[config.mk]
export PLATFORM = sky130hd
export DESIGN_NAME = lsu_flat
export DESIGN_NICKNAME = d
export VERILOG_FILES = /design/src/rtl/lsu_if.sv /design/src/rtl/lsu.sv /design/src/flat_wrapper.sv
export SDC_FILE = /design/constraint.sdc
export NUM_CORES = 1
export LEC_CHECK = 0
export ABC_CLOCK_PERIOD_IN_PS = 2150
export BUFFER_PORTS_ARGS = -buffer_cell sky130_fd_sc_hd__buf_2
export CAP_MARGIN = 0
export CORE_UTILIZATION = 50
export CTS_BUF_LIST = sky130_fd_sc_hd__clkbuf_8
export DETAILED_ROUTE_END_ITERATION = 10
export PLACE_DENSITY = 0.91
export SYNTH_ARGS = -nofsm -noshare
export SYNTH_HDL_FRONTEND = slang
export SYNTH_SLANG_ARGS = --single-unit
[constraint.sdc]
create_clock -name clk -period 2.15 [get_ports clk]
set_input_delay 0.215 -clock clk [delete_from_list [all_inputs] [get_ports clk]]
set_output_delay 0.215 -clock clk [all_outputs]
set_load 0.02 [all_outputs]
[src/rtl/lsu_if.sv]
// lsu_if: word-organised memory bus between the load/store unit and memory
interface lsu_if;
  logic        m_req;
  logic        m_we;
  logic [31:0] m_addr;
  logic [31:0] m_wdata;
  logic [3:0]  m_be;
  logic        m_ack;
  logic [31:0] m_rdata;
  modport master(output m_req, m_we, m_addr, m_wdata, m_be, input m_ack, m_rdata);
  modport slave(input m_req, m_we, m_addr, m_wdata, m_be, output m_ack, m_rdata);
endinterface

[src/rtl/lsu.sv]
// lsu: turns one CPU load/store into one word-aligned bus transaction
module lsu #(
  parameter int TIMEOUT = 15
) (
  input  logic        clk,
  input  logic        rst,
  input  logic        rd,
  input  logic        we,
  input  logic [31:0] addr,
  input  logic [31:0] data,
  input  logic [1:0]  size,
  input  logic        unsigned_ld,
  output logic [31:0] out,
  output logic        done,
  output logic        error,
  output logic        busy,
  lsu_if.master       bus
);
  localparam int CW = $clog2(TIMEOUT + 1);
  typedef enum logic [1:0] {IDLE, REQ, DONE} state_t;
  state_t state, next;
  logic [CW-1:0] cnt;
  logic [1:0] a_lo, sz;
  logic uns, accept, fault, timeout;
  logic [3:0] be;
  logic [31:0] wdata, shifted, ld_val;
  // next state, fault decode, lane steering and load extension
  always_comb begin
    accept = rd | we;
    fault = (rd & we) | (size == 2'b11) | (size == 2'b01 & addr[0]) | (size == 2'b10 & addr[1:0] != 2'b00);
    timeout = !bus.m_ack && cnt == CW'(TIMEOUT - 1);
    next = state == IDLE ? (accept ? (fault ? DONE : REQ) : IDLE) :
           state == REQ  ? ((bus.m_ack || timeout) ? DONE : REQ) : IDLE;
    be = size == 2'b00 ? 4'b0001 << addr[1:0] : size == 2'b01 ? 4'b0011 << addr[1:0] : 4'b1111;
    wdata = size == 2'b00 ? {4{data[7:0]}} : size == 2'b01 ? {2{data[15:0]}} : data;
    shifted = bus.m_rdata >> {a_lo, 3'b000};
    ld_val = sz == 2'b00 ? {{24{~uns & shifted[7]}}, shifted[7:0]} :
             sz == 2'b01 ? {{16{~uns & shifted[15]}}, shifted[15:0]} : shifted;
  end
  // state, registered outputs and the captured request
  always_ff @(posedge clk or negedge rst) begin
    if (!rst) begin
      state <= IDLE;
      cnt <= '0;
      a_lo <= '0;
      sz <= '0;
      uns <= 1'b0;
      out <= '0;
      done <= 1'b0;
      error <= 1'b0;
      busy <= 1'b0;
      bus.m_req <= 1'b0;
      bus.m_we <= 1'b0;
      bus.m_addr <= '0;
      bus.m_wdata <= '0;
      bus.m_be <= '0;
    end else begin
      state <= next;
      busy <= next != IDLE;
      done <= next == DONE;
      error <= next == DONE && (state == IDLE || !bus.m_ack);
      bus.m_req <= next == REQ;
      cnt <= state == REQ ? cnt + 1'b1 : '0;
      if (state == IDLE && accept) begin
        a_lo <= addr[1:0];
        sz <= size;
        uns <= unsigned_ld;
        bus.m_we <= we;
        bus.m_addr <= {addr[31:2], 2'b00};
        bus.m_be <= be;
        bus.m_wdata <= wdata;
      end
      if (state == REQ && bus.m_ack && !bus.m_we) out <= ld_val;
    end
  end
endmodule
[src/flat_wrapper.sv]
// flat-port wrapper written by rule: the top's interface ports become plain ports
module lsu_flat 
#(
  parameter int TIMEOUT = 15
)
  (clk, rst, rd, we, addr, data, size, unsigned_ld, out, done, error, busy, bus_m_req, bus_m_we, bus_m_addr, bus_m_wdata, bus_m_be, bus_m_ack, bus_m_rdata);
  lsu_if bus_i ();
  input  logic clk;
  input  logic rst;
  input  logic rd;
  input  logic we;
  input  logic [31:0] addr;
  input  logic [31:0] data;
  input  logic [1:0] size;
  input  logic unsigned_ld;
  output logic [31:0] out;
  output logic done;
  output logic error;
  output logic busy;
  output wire logic [$bits(bus_i.m_req)-1:0] bus_m_req;
  output wire logic [$bits(bus_i.m_we)-1:0] bus_m_we;
  output wire logic [$bits(bus_i.m_addr)-1:0] bus_m_addr;
  output wire logic [$bits(bus_i.m_wdata)-1:0] bus_m_wdata;
  output wire logic [$bits(bus_i.m_be)-1:0] bus_m_be;
  input wire logic [$bits(bus_i.m_ack)-1:0] bus_m_ack;
  input wire logic [$bits(bus_i.m_rdata)-1:0] bus_m_rdata;
  assign bus_m_req = bus_i.m_req;
  assign bus_m_we = bus_i.m_we;
  assign bus_m_addr = bus_i.m_addr;
  assign bus_m_wdata = bus_i.m_wdata;
  assign bus_m_be = bus_i.m_be;
  assign bus_i.m_ack = bus_m_ack;
  assign bus_i.m_rdata = bus_m_rdata;
  lsu #(.TIMEOUT(TIMEOUT)) u_core (.clk(clk), .rst(rst), .rd(rd), .we(we), .addr(addr), .data(data), .size(size), .unsigned_ld(unsigned_ld), .out(out), .done(done), .error(error), .busy(busy), .bus(bus_i));
endmodule
==> flow_metrics.env, run 1 <==
export IMPL_status="complete, no violations"
export IMPL_worst_ep_arrival_time_ns=1.94
export IMPL_ctsLongestPathBuffers=2
export IMPL_n_fill_cell=786
export IMPL_count_of_synthesis_stage_warnings_from_yosys=0
export IMPL_first_global_vias=5144
export IMPL_finalWorstPathRequiredPeriod_ns=1.66
export IMPL_slew_headroom=0.564
export IMPL_finalMaxSlewViolations=0
export IMPL_tritoncts="built"
export IMPL_p_seq_frac=0.346
export IMPL_coreArea_mm2=0.0103
export IMPL_clkLatencyLatePin_ns=0.41
export IMPL_grt_overflow=0
export IMPL_final_hold_violation_count=0
export IMPL_worst_ir_drop_on_vdd_mv=0.942
export IMPL_power_share_clock=0.216
export IMPL_detailedRoute_firstPassIterationCount=5
export IMPL_globalRouteTotalUtil=0.291
export IMPL_hold_buffers=25
export IMPL_grt_max_degree=64
export IMPL_min_period_over_period=0.771
export IMPL_ff2ff_setup_slack_ns=0.49
export IMPL_power_share_switching=0.424
export IMPL_die_w_um=105
export IMPL_yosys_cell_types_count=44
export IMPL_yosysSeqAreaShare=0.538
export IMPL_initial_utilization=0.516
export IMPL_dp_hpwl_um=10800
export IMPL_cts_root_buf="clkbuf_8"
export IMPL_crit_required_ns=2.43
export IMPL_floorplan_rows=37
export IMPL_power_frac_comb=0.438
export IMPL_drive_gt1_frac=0.333
export IMPL_top_level_ports=209
export IMPL_postCtsSetupRepairBufs=0
export IMPL_setup_violations=0
export IMPL_p_switching_w=0.00462
export IMPL_final_seq_area_mm2=0.00285
export IMPL_cellLeakagePower_nw=3.78
export IMPL_finalHoldWorstSlack_ns=0.0148
export IMPL_drt_total_wl_um=15800
export IMPL_nets=904
export IMPL_synthesis_area_per_instance_um2=9.40
export IMPL_rsz0062_at_grt="false"
export IMPL_cellPowerDensity_mw_per_mm2=1510
export IMPL_ys_ff_latch=114
export IMPL_vias=5078
export IMPL_finalWeightedCongestion=0.944
export IMPL_dr_first_iter_drc_count=229
export IMPL_vias_per_cell=5.38
export IMPL_rr_startpoint="u_core.a_lo[0]"
export IMPL_synth_top_family_by_area="simple AND/OR/NAND/NOR gates"
export IMPL_areaGrowthSynthToFinish_pct=35.8
export IMPL_worst_path_max_fanout=16
export IMPL_h_tree_depth=4
export IMPL_synth_compound_area_share=0.117
export IMPL_clk_pin_slew_ns=0.07
export IMPL_synth_main_ff_cell="dfrtp_1"
export IMPL_upper_clock_frequency_limit_mhz=603
export IMPL_reg2regPathDepth=5
export IMPL_synth_xor_area_share=0.00331
export IMPL_worst_r2r_dst="u_core.out[3]"
export IMPL_setup_worst_path_start="u_core.a_lo[0]"
export IMPL_synth_simple_area_share=0.194
export IMPL_drv_max_cap_violation_count=0
export IMPL_timing_setup_critical_path_class="reg2reg"
export IMPL_antenna_found_initial=1
export IMPL_timing_worst_slew_pin_value_ns=0.649
export IMPL_antenna_violating_nets_post_route=0
export IMPL_cts_repair_resize_count=0
export IMPL_timing_setup_tns_ns=0
export IMPL_ys_async_sr_fraction=1.00
export IMPL_avgRoutedWirePerCell_um=16.8
export IMPL_cellInternalPower_w=0.00627
export IMPL_synth_cells=564
export IMPL_synth_enable_flop_cells=0
export IMPL_timing_hold_worst_class="in2reg"
export IMPL_mappedNetlistArea_mm2=0.00530
export IMPL_cts_sink_count=114
export IMPL_timing_critical_path_to="u_core.out[3]"
export IMPL_die_height_um=105
export IMPL_wire_length_of_the_first_global_routing_pass_um=25000
export IMPL_buffer_ports_inserted=206
export IMPL_drcViolationCount=0
export IMPL_post_synth_mux_area_share=0.0949
export IMPL_area_occupied_by_multi_input_gates_mm2=0.00226
export IMPL_startpoint_type="register"
export IMPL_fin_worst_skew_ns=0.0102
export IMPL_cp_end_kind="register"
export IMPL_yosys_area_share_adder=0.0142
export IMPL_die_area_mm2=0.0110
export IMPL_cts_buffers_inserted=17
[power groups by stage]
stage | Combinational, W | Sequential, W | Clock, W
final | 0.00476 | 0.00377 | 0.00235
after global routing | 0.00514 | 0.00388 | 0.00249
after CTS | 0.00472 | 0.00375 | 0.00238
after detailed placement | 0.00468 | 0.00375 | 0
after global placement | 0.00452 | 0.00373 | 0
after floorplan | 0.00194 | 0.00482 | 0
[worst max-delay path: stages, from the launching register on]
cell and delay [ns]:
dfrtp_1 0.38, buf_4 0.27, buf_4 0.28, mux2_2 0.37, a21oi_1 0.15, o21ai_0 0.10
[worst min-delay path by stage]
| stage | depth (start not counted) | end | startpoint | slack (ns) |
|---|---|---|---|---|
| 3_5_place_dp | 1 | u_core.out[11] | rst | 0.23 |
| 2_1_floorplan | 0 | u_core.a_lo[0] | rst | -0.08 |
| 4_1_cts | 3 | u_core.bus.m_addr[10] | addr[10] | 0.0001 |
| 6_report | 3 | u_core.bus.m_addr[10] | addr[10] | 0.01 |
| 5_1_grt | 3 | u_core.bus.m_addr[26] | addr[26] | 0.003 |
| 3_3_place_gp | 1 | u_core.out[11] | rst | 0.24 |
[kinds of logic (layout without fill, tap and decap cells)]
family / count (synthesis) / count (layout)
xor gates and xnor gates: 2 / 2
AOI/OAI and AO/OA: 101 / 101
muxes: 48 / 48
DFF: 114 / 114
other: 1 / 3
and+or+nand+nor: 250 / 250
buffers and inverters: 42 / 284
adders and majority gates: 6 / 6
[state kept, by name (all words and copies together) (netlist names)]
name / flops
u_core.out: 32
u_core.uns: 1
u_core.busy: 1
u_core.a_lo: 2
u_core.bus.m_we: 1
u_core.error: 1
u_core.state: 2
u_core.done: 1
u_core.bus.m_addr: 30
u_core.sz: 2
u_core.bus.m_be: 4
u_core.bus.m_wdata: 32
u_core.bus.m_req: 1
u_core.cnt: 4
[per-layer routing]
layer,GRT usage,share of wire
met1,0.330,0.38
met2,0.510,0.51
met3,0.0905,0.087
met4,0.119,0.025
met5,0,0
[placed cells by master, fill, tap and decap left out, types with 2 or more instances in the layout]
cell type / n
clkinv_2: 2
o2bb2ai_1: 2
a2111oi_0: 2
dfrtp_1: 114
bufinv_16: 5
buf_2: 205
conb_1: 2
mux2i_1: 39
o22ai_1: 4
inv_1: 7
o21a_1: 4
and2_1: 6
o21ai_0: 46
a2bb2oi_1: 2
a21oi_1: 24
a32oi_1: 3
clkbuf_8: 21
nor2_1: 45
nor3_1: 2
clkinvlp_4: 2
nor2b_1: 4
ha_1: 6
nand3_1: 15
a221o_1: 6
dlygate4sd3_1: 26
mux2_2: 8
buf_4: 15
nand2_1: 170
[per-stage QoR]
| step | cell area, um^2 | util | worst slack (ns) | std cells | total power (W) |
|---|---|---|---|---|---|
| final | 7200 | 0.700 | 0.493 | 944 | 0.0109 |
| after CTS | 7180 | 0.699 | 0.497 | 942 | 0.0108 |
| after floorplan | 5300 | - | 0.666 | 565 | 0.00676 |
| after detailed placement | 6460 | 0.629 | 0.513 | 885 | 0.00843 |
| after global routing | 7200 | 0.700 | 0.358 | 944 | 0.0115 |
| after global placement | 6460 | 0.629 | 0.568 | 885 | 0.00825 |
[synth_stat cells, types with 2 or more instances]
master | count | area, um^2
o22ai_1 | 4 | 25.0
nand2_1 | 170 | 638
ha_1 | 6 | 75.1
buf_4 | 4 | 30.0
inv_1 | 5 | 18.8
mux2_2 | 8 | 90.1
o2bb2ai_1 | 2 | 17.5
o21a_1 | 4 | 30.0
o21ai_2 | 2 | 17.5
nand3_1 | 15 | 75.1
nor3_1 | 2 | 10.0
a32oi_1 | 3 | 26.3
a2bb2oi_1 | 2 | 17.5
clkbuf_1 | 16 | 60.1
buf_2 | 13 | 65.1
nor2b_1 | 4 | 25.0
and2_1 | 6 | 37.5
mux2i_1 | 39 | 390
o21ai_0 | 46 | 230
nor2_1 | 45 | 169
dfrtp_1 | 114 | 2850
a2111oi_0 | 2 | 17.5
a221o_1 | 6 | 60.1
a21oi_1 | 24 | 120
buf_1 | 3 | 11.3
[area by class of cell]
cell class | count | area share
Clock inverter | 11 | 0.0254
Timing Repair Buffer | 247 | 0.197
Inverter | 5 | 0.00261
Tap cell | 136 | 0.0236
Antenna cell | 1 | 0.000348
Multi-Input combinational cell | 409 | 0.314
Sequential cell | 114 | 0.396
Clock buffer | 21 | 0.0402
(Power assumes the default switching activity.)
==> run 2: changes to the inputs <==
Settings changed: ABC_CLOCK_PERIOD_IN_PS 2150 to 1500, CORE_UTILIZATION 50 to 46, PLACE_DENSITY 0.91 to 0.88.
Clock period 2.15 ns to 1.5 ns, I/O delays scaled along.
==> run 2 against run 1 <==
  * The run now ends with setup timing left
  * Sequential cell count is the same
  * Clock skew barely moved
  * Via count rose by 5.4%
  * Cell count is 4.2% higher
  * Final area rose by 6.4%
  * Maximum frequency increased by 2.2%
==> flow_metrics.env, run 2 (synthesized netlist as in run 1, its figures left out) <==
export IMPL_nets=938
export IMPL_clkLatencyLatePin_ns=0.42
export IMPL_final_util=0.694
export IMPL_buffer_ports_inserted=206
export IMPL_grt_overflow=0
export IMPL_globalRouteTotalUtil=0.295
export IMPL_die_w_um=109
export IMPL_die_height_um=109
export IMPL_final_non_filler_cells=984
export IMPL_tritoncts="built"
export IMPL_worst_path_max_fanout=9
export IMPL_cts_buffers_inserted=17
export IMPL_initial_utilization=0.480
export IMPL_antenna_violating_nets_post_route=0
export IMPL_drcViolationCount=0
export IMPL_upper_clock_frequency_limit_mhz=617
export IMPL_clk_pin_slew_ns=0.07
export IMPL_dr_first_iter_drc_count=507
export IMPL_avgRoutedWirePerCell_um=17.6
export IMPL_crit_path_max_incr_delay_ns=0.58
export IMPL_cts_root_buf="clkbuf_8"
export IMPL_die_area_mm2=0.0120
export IMPL_dp_hpwl_um=10400
export IMPL_rsz0062_at_grt="true"
export IMPL_coreArea_mm2=0.0110
export IMPL_first_global_vias=5324
export IMPL_h_tree_depth=4
export IMPL_vias=5354
export IMPL_drv_max_cap_violation_count=0
export IMPL_largest_registers_in_the_final_layout="u_core.bus.m_wdata x32, u_core.out x32, u_core.bus.m_addr x30"
export IMPL_grt_max_degree=72
export IMPL_timing_setup_critical_path_class="reg2reg"
export IMPL_final_cell_mix="buf_2 (205), nand2_1 (170), dfrtp_1 (114)"
export IMPL_total_instance_count_after_detailed_placement=894
export IMPL_setup_violations=26
export IMPL_drive_gt1_frac=0.351
export IMPL_violations="setup timing"
export IMPL_finalWeightedCongestion=0.896
export IMPL_critical_path_slowest_cell="mux4_2"
export IMPL_finalWorstSetupSlack_ns=-0.122
export IMPL_detailedRoute_firstPassIterationCount=5
export IMPL_timing_hold_worst_class="in2reg"
export IMPL_n_fill_cell=787
export IMPL_worst_ir_drop_on_vdd_mv=1.23
export IMPL_areaGrowthSynthToFinish_pct=44.5
export IMPL_detailed_place_area_mm2=0.00654
export IMPL_layout_cells_most_common="buf_2"
export IMPL_cellLeakagePower_nw=3.98
export IMPL_status="finished with violations"
export IMPL_vias_per_cell=5.44
export IMPL_critical_path_cell_by_cell="mux4_2 -> a21oi_2 -> buf_4 -> o22ai_1"
export IMPL_final_hold_violation_count=0
export IMPL_floorplan_rows=38
export IMPL_startpoint_type="register"
export IMPL_min_period_over_period=1.08
export IMPL_crit_required_ns=1.79
export IMPL_cp_top_family="multiplexers"
export IMPL_cp_end_kind="register"
export IMPL_cellPowerDensity_mw_per_mm2=2090
export IMPL_drt_total_wl_um=17300
export IMPL_antenna_found_initial=2
export IMPL_wire_length_of_the_first_global_routing_pass_um=26400
export IMPL_ctsLongestPathBuffers=2
export IMPL_worst_ep_arrival_time_ns=1.92
export IMPL_critical_path_buffers_and_inverters=1
export IMPL_fin_area_mm2=0.00766
export IMPL_cts_sink_count=114
export IMPL_finalMaxSlewViolations=0
export IMPL_fin_worst_skew_ns=0.0106
export IMPL_top_level_ports=209
export IMPL_finalWorstPathRequiredPeriod_ns=1.62
export IMPL_placement_setup_worst_slack_ns=-0.0783
run 2: timing repair:
action	in CTS	in global routing
endpoints found under the setup margin	45	79
hold buffers	50	1
pin swaps	0	1
endpoints found under the hold margin	163	1
gates resized for setup	5	19
buffers inserted	0	3
cloned	0	1
run 2: cell type report:
type	instances	area, um^2	area share
Antenna cell	3	7.51	0.000981
Sequential cell	114	2850	0.373
Clock buffer	20	275	0.0360
Timing Repair Buffer	281	1810	0.237
Multi-Input combinational cell	409	2360	0.308
Tap cell	140	175	0.0229
Inverter	5	18.8	0.00245
Clock inverter	12	156	0.0204
run 2: where the power goes:
part	internal (W)	leakage (nW)	switching, W
clock	0.00178	0.201	0.00132
sequential	0.00448	1.40	0.000949
combinational	0.00276	2.37	0.00470
total	0.00903	3.98	0.00697
run 2: worst paths after layout:
path                       slack, ns           start               endpoint  cells after the start
max                            -0.12  u_core.a_lo[0]         u_core.out[24]                      4
min in group asynchronous       0.08             rst         u_core.out[12]                      2
max in group asynchronous       0.86             rst  u_core.bus.m_wdata[0]                      3
max reg2reg                    -0.12  u_core.a_lo[0]         u_core.out[24]                      4
min reg2reg                     0.47   u_core.out[7]          u_core.out[7]                      2
min                             0.03              we        u_core.bus.m_we                      2
run 2: metal layers:
layer	track usage	up-vias	share of wire
met5	0	-	0
met4	0.146	0	0.039
met3	0.112	59	0.10
met2	0.489	355	0.49
met1	0.334	2520	0.37
li1	-	2420	-
run 2: stage by stage:
stage / hold slack (ns) / setup TNS, ns / power [W]
2_1_floorplan: -0.146 / 0 / 0.00969
3_3_place_gp: -0.0313 / -0.127 / 0.0120
3_5_place_dp: -0.0323 / -1.60 / 0.0122
4_1_cts: 0.00593 / -0.991 / 0.0155
5_1_grt: 0.0147 / -5.26 / 0.0169
6_report: 0.0347 / -1.55 / 0.0160
run 2: worst register-to-register path: stages (launching register included):
cell	delay [ns]
dfrtp_1	0.39
mux4_2	0.58
a21oi_2	0.22
buf_4	0.20
o22ai_1	0.10
